[config.mk]
export PLATFORM = sky130hd
export DESIGN_NAME = ikaopll_acc_postproc
export DESIGN_NICKNAME = d
export VERILOG_FILES = /design/src/rtl/ikaopll_acc_postproc.sv
export SDC_FILE = /design/constraint.sdc
export NUM_CORES = 1
export LEC_CHECK = 0
export ABC_AREA = 1
export BUFFER_PORTS_ARGS = -buffer_cell sky130_fd_sc_hd__buf_2
export CORE_UTILIZATION = 61
export CTS_BUF_LIST = sky130_fd_sc_hd__clkbuf_8
export CTS_CLUSTER_DIAMETER = 50
export CTS_CLUSTER_SIZE = 24
export DETAILED_ROUTE_END_ITERATION = 7
export PLACE_DENSITY = 0.81
export REMOVE_ABC_BUFFERS = 1
export SLEW_MARGIN = 20
export SYNTH_ARGS = -nofsm -noshare
export SYNTH_HDL_FRONTEND = slang
export SYNTH_SLANG_ARGS = --single-unit
export TNS_END_PERCENT = 1
[constraint.sdc]
create_clock -name i_EMUCLK -period 2.8 [get_ports i_EMUCLK]
set_input_delay 0.28 -clock i_EMUCLK [delete_from_list [all_inputs] [get_ports i_EMUCLK]]
set_output_delay 0.28 -clock i_EMUCLK [all_outputs]
set_load 0.005 [all_outputs]
[src/rtl/ikaopll_acc_postproc.sv]
// ikaopll_acc_postproc: post-processing for the OPLL DAC accumulator output.
// It detects the frame strobe edge and runs one sample through FILT -> SAT -> PUSH.
// The output FIFO drives a valid/ready port and has a sticky overflow flag.
// Optional DC blocker: define IKAOPLL_ACC_DCBLOCK_EN to compile in the first-order
// high-pass (pole 1 - 2^-DC_SHIFT). Without it the sample passes through unfiltered,
// but the saturation stage stays so that latency does not change.
module ikaopll_acc_postproc #(
    parameter int FIFO_DEPTH = 4,
    parameter int DC_SHIFT   = 9
) (
    input  logic                          i_EMUCLK,
    input  logic                          i_RST,
    input  logic                          i_ACC_SIGNED_STRB,
    input  logic signed [15:0]            i_ACC_SIGNED,
    output logic signed [15:0]            o_SAMPLE,
    output logic                          o_SAMPLE_VALID,
    input  logic                          i_SAMPLE_READY,
    output logic [$clog2(FIFO_DEPTH):0]   o_FIFO_LEVEL,
    output logic                          o_OVERFLOW,
    input  logic                          i_OVF_CLR
);

    localparam int PTR_W = $clog2(FIFO_DEPTH);
    localparam int LVL_W = PTR_W + 1;

    typedef enum logic [1:0] {
        ST_IDLE,
        ST_FILT,
        ST_SAT,
        ST_PUSH
    } state_t;

    // Clamp the 18-bit filter result into the 16-bit sample range.
    function automatic logic signed [15:0] sat16(input logic signed [17:0] v);
        if (v > 18'sd32767)
            return 16'sh7FFF;
        else if (v < -18'sd32768)
            return 16'sh8000;
        else
            return v[15:0];
    endfunction

    state_t                   state, state_nxt;
    logic                     strb_z;
    logic                     capture;
    logic signed [15:0]       x_p0;
    logic signed [17:0]       y_nxt, y_p1;
    logic signed [15:0]       ys_nxt, ys_p2;

    logic signed [15:0]       fifo_mem [FIFO_DEPTH];
    logic [PTR_W-1:0]         wr_ptr, rd_ptr;
    logic [LVL_W-1:0]         level;
    logic                     fifo_full, fifo_empty;
    logic                     push_req, push, pop, drop;

    assign capture = i_ACC_SIGNED_STRB & ~strb_z;

    // Strobe delay for rising-edge detection; a strobe held high through reset is not an edge.
    always_ff @(posedge i_EMUCLK or posedge i_RST) begin
        if (i_RST) strb_z <= 1'b1;
        else       strb_z <= i_ACC_SIGNED_STRB;
    end

    // FSM state register.
    always_ff @(posedge i_EMUCLK or posedge i_RST) begin
        if (i_RST) state <= ST_IDLE;
        else       state <= state_nxt;
    end

    // FSM next state: one clock per stage, only a capture leaves IDLE.
    always_comb begin
        state_nxt = state;
        case (state)
            ST_IDLE: if (capture) state_nxt = ST_FILT;
            ST_FILT: state_nxt = ST_SAT;
            ST_SAT:  state_nxt = ST_PUSH;
            ST_PUSH: state_nxt = ST_IDLE;
            default: state_nxt = ST_IDLE;
        endcase
    end

`ifdef IKAOPLL_ACC_DCBLOCK_EN
    localparam int ACC_W = 17 + DC_SHIFT;

    logic signed [ACC_W-1:0]  dc_acc;
    logic signed [16:0]       dc_est;

    // The top 17 bits of the accumulator are dc_acc >>> DC_SHIFT.
    assign dc_est = dc_acc[DC_SHIFT +: 17];
    assign y_nxt  = $signed({{2{x_p0[15]}}, x_p0}) - $signed({dc_est[16], dc_est});

    // DC estimate integrates the saturated output, updated as the sample leaves SAT.
    always_ff @(posedge i_EMUCLK or posedge i_RST) begin
        if (i_RST)                dc_acc <= '0;
        else if (state == ST_SAT) dc_acc <= dc_acc + ACC_W'(ys_nxt);
    end
`else
    logic unused_dc_shift;

    assign y_nxt           = $signed({{2{x_p0[15]}}, x_p0});
    assign unused_dc_shift = ^DC_SHIFT;
`endif

    assign ys_nxt = sat16(y_p1);

    // Sample datapath; the FSM state qualifies each stage, so no reset is needed here.
    always_ff @(posedge i_EMUCLK) begin
        // p0: captured accumulator sample
        if (capture && state == ST_IDLE) x_p0 <= i_ACC_SIGNED;
        // p1: DC-removed sample at 18 bits, cannot wrap
        if (state == ST_FILT) y_p1 <= y_nxt;
        // p2: saturated sample ready for the FIFO
        if (state == ST_SAT) ys_p2 <= ys_nxt;
    end

    assign fifo_full  = (level == LVL_W'(FIFO_DEPTH));
    assign fifo_empty = (level == '0);
    assign push_req   = (state == ST_PUSH);
    assign pop        = ~fifo_empty & i_SAMPLE_READY;
    // A full FIFO can still take the sample when the head leaves in the same clock.
    assign push       = push_req & (~fifo_full | pop);
    assign drop       = push_req & fifo_full & ~pop;

    // FIFO storage, cleared on reset so nothing stale reappears.
    always_ff @(posedge i_EMUCLK or posedge i_RST) begin
        if (i_RST) begin
            for (int i = 0; i < FIFO_DEPTH; i++) fifo_mem[i] <= '0;
        end else if (push) begin
            fifo_mem[wr_ptr] <= ys_p2;
        end
    end

    // FIFO pointers wrap naturally at the power-of-two depth; level tracks occupancy.
    always_ff @(posedge i_EMUCLK or posedge i_RST) begin
        if (i_RST) begin
            wr_ptr <= '0;
            rd_ptr <= '0;
            level  <= '0;
        end else begin
            if (push) wr_ptr <= wr_ptr + 1'b1;
            if (pop)  rd_ptr <= rd_ptr + 1'b1;
            case ({push, pop})
                2'b10:   level <= level + 1'b1;
                2'b01:   level <= level - 1'b1;
                default: level <= level;
            endcase
        end
    end

    // Sticky overflow: a lost sample wins over a clear in the same clock.
    always_ff @(posedge i_EMUCLK or posedge i_RST) begin
        if (i_RST)                                   o_OVERFLOW <= 1'b0;
        else if (drop || (capture && state != ST_IDLE)) o_OVERFLOW <= 1'b1;
        else if (i_OVF_CLR)                          o_OVERFLOW <= 1'b0;
    end

    assign o_SAMPLE_VALID = ~fifo_empty;
    assign o_SAMPLE       = fifo_empty ? 16'sd0 : fifo_mem[rd_ptr];
    assign o_FIFO_LEVEL   = level;

endmodule

==> metrics.txt <==
final core occ a little over two thirds; Ys Warns 0; largest family of logic cells by synthesized area compound AO/OA/AOI/OAI gates; slowest CP cell inv_1; Final #Nets 562; Multi-input gate area 1470 sq um; Worst Setup End Kind primary output; ant diodes 0; crit path kind register to primary output; largest net degree at the start of global routing 43; Mapped Area 5230 sq um; Avg WL per Cell 15.2 microns; PortBufs 41; post-synthesis simple-gate area fraction between 10% and 20%; sequential element share of the synthesized area a little under two thirds; syn avg cell area 10.3 sq um; clk sink count 123; CP cell instances inv_1, buf_4, a21oi_1, o21ai_0, a21oi_1, buf_2; Startpoint Class register; Final Cell Area 5780 sq um; H-tree levels 4; fin cells 650; grt ovf 0; max-cap violations 0; dpl cells between 600 and 700; share of layout cells above drive strength 1 around 17%; Final Setup Violations 0; Clock Latency Late Sink 430 ps; Initial Utilization 63.3%; via count 3544; CTS Buffer Depth 2; post-route ant nets 0; Netlist cell types 30; die footprint 8940 sq um; RSZ-0062 raised after global routing false; Synth Area in Adders 2.30%; Iteration-0 DRC Markers 403; initial antenna violation count 0; commonest non-fill, non-tap cell in the layout nand2_1; Num CTS Buffers 17; post-synthesis cell count 506; IO Pins 42; Root Driver clkbuf_8; Clk network pwr share between 20% and 30%; Final Max Tran Viols 0; Detailed Route WL between 9 and 10 mm; fill count around 600; Site Rows 33; Sequential Power Share 44.0%; hold bufs inserted after CTS 2; XOR/XNOR share of the synthesized area 0.647%; Die Ht 94.6 microns; most frequent cells in the layout 105 x nand2_1, 90 x o21ai_0, 74 x dfrtp_1; Pwr Density 1190 nW/um^2; FF+latch count, synth around 120; clock slew at reported path FFs 80 ps; Final min period about 2300 ps; DIE WIDTH 94.6 microns; routability congestion estimate 0.854; fin crit share a little over four fifths; Comb pwr share between 30% and 40%; core area about 8300 sq um; critical path fanouts, max 22; relative slew slack between 50 and 60%; P_sw 2660 uW; hpwl dp 6.07 mm; Tightest Hold Check Type input pin to register; worst vdd ir 642 uV; first-pass GRT wire length 16.1 mm; Residual DRC 0; total track usage between 20% and 30%; Synth Area in Compound Gates between 10 and 15%; Register Area 3320 sq um; Setup Skew 13.2 ps; worst path required time 2520 ps; worst slew pin tran 736 ps; setup TNS 0 ps; Internal 4180 uW; CTS tree built; f_max 0.427 GHz; Layout area overhead 10.5%; vias per inst 5.45; mux cell area share after synthesis 0%; Post-CTS Setup Bufs 0; run status completed; Final Hold Fails 0; Largest stage delay, worst path 500 ps; TritonRoute pass-1 iters 5; Pleak 0.00259 uW; Cell Area, Placed between 5000 and 6000 sq um; Crit path top cell by count a21oi_1; CP Data Arrival Time 2060 ps; vias in the first global route ~3400; Resized cells post-CTS 0; Switching Share 38.9%
-- cell families (layout without fill, tap and decap cells) --
logic type,Yosys count,count (layout)
AO/OA/AOI/OAI,151,151
AND/OR/NAND/NOR,125,125
buffers and inverters,95,134
adder cells (fa/ha/maj),9,9
XOR/XNOR,3,3
flip-flops,123,123
-- path summary, 6_finish.rpt --
| check | cells after the start | startpoint | slack [ps] | to |
|---|---|---|---|---|
| worst max-delay path | 6 | rd_ptr[0] | 460 | o_SAMPLE[12] |
| worst min-delay path | 1 | i_ACC_SIGNED[0] | 20 | x_p0[0] |
| worst max register to register | 4 | state[0] | 800 | fifo_mem[27] |
| worst min register to register | 0 | y_p1[12] | 420 | ys_p2[12] |
| max in group asynchronous | 4 | i_RST | 1550 | strb_z |
| min in group asynchronous | 3 | i_RST | 530 | fifo_mem[51] |
-- power groups by stage --
| stage | registers, uW | clock network [uW] | logic (uW) |
|---|---|---|---|
| floorplan | 2980 | 0 | 1530 |
| global placement | 3000 | 0 | 2220 |
| detailed placement | 3040 | 0 | 2340 |
| CTS | 3010 | 1490 | 2360 |
| global route | 3090 | 1570 | 2700 |
| finish | 3010 | 1470 | 2360 |
-- critical path: cells and delay by family, from the launching register on --
family,cells,cell delay [ps]
flops,1,390
compound gates,3,270
buf+inv,3,960
-- cell type report --
type / instances / share of cell area [%]
sequential: 123 / 57.5
multi-input combinational: 288 / 25.5
timing repair buffer: 48 / 4.77
clock buffer: 17 / 4.05
inverter: 54 / 3.51
clock inverter: 15 / 2.43
tap: 105 / 2.27
-- per-stage QoR --
| step | power, uW | worst slack (ps) | hold WS [ps] |
|---|---|---|---|
| 2_1_floorplan | 4510 | 612 | 284 |
| 3_3_place_gp | 5220 | 932 | 396 |
| 3_5_place_dp | 5380 | 813 | 400 |
| 4_1_cts | 6860 | 476 | 6.00 |
| 5_1_grt | 7360 | 352 | 0.894 |
| 6_report | 6850 | 457 | 24.5 |
-- synthesized netlist by cell type --
master | instances | area (sq um)
buf_1 | 1 | 3.75
nor2_2 | 1 | 6.26
nor2_1 | 4 | 15.0
a21oi_2 | 1 | 8.76
xor2_2 | 1 | 16.3
clkbuf_2 | 3 | 15.0
inv_2 | 2 | 7.51
dfstp_2 | 1 | 26.3
buf_8 | 2 | 30.0
clkbuf_1 | 22 | 82.6
o221ai_1 | 1 | 8.76
ha_1 | 8 | 100
o21ai_0 | 90 | 450
nand4_1 | 2 | 12.5
buf_6 | 3 | 33.8
o21ai_1 | 10 | 50.1
fa_1 | 1 | 20.0
xor2_1 | 2 | 17.5
nand2_1 | 105 | 394
nand2_4 | 2 | 22.5
inv_1 | 52 | 195
buf_12 | 1 | 20.0
nor2_4 | 3 | 33.8
a21oi_1 | 49 | 245
nand2_2 | 1 | 6.26
buf_2 | 9 | 45.0
nor2_8 | 2 | 40.0
nand3_1 | 5 | 25.0
dfrtp_1 | 74 | 1850
edfxtp_1 | 48 | 1440
-- routing by layer --
layer	up-vias	global-route usage, %	wire length, microns
li1	1713	-	-
met1	1685	32.2	4240
met2	128	38.7	4850
met3	18	5.56	589
met4	0	11.7	190
met5	-	0	0
-- registers in the layout (all words and copies together) (netlist names) --
signal        count
fifo_mem         64
o_FIFO_LEVEL      3
o_OVERFLOW        1
rd_ptr            2
state             2
strb_z            1
wr_ptr            2
x_p0             16
y_p1             16
ys_p2            16
Note: power is estimated with default switching activity, not from simulation.
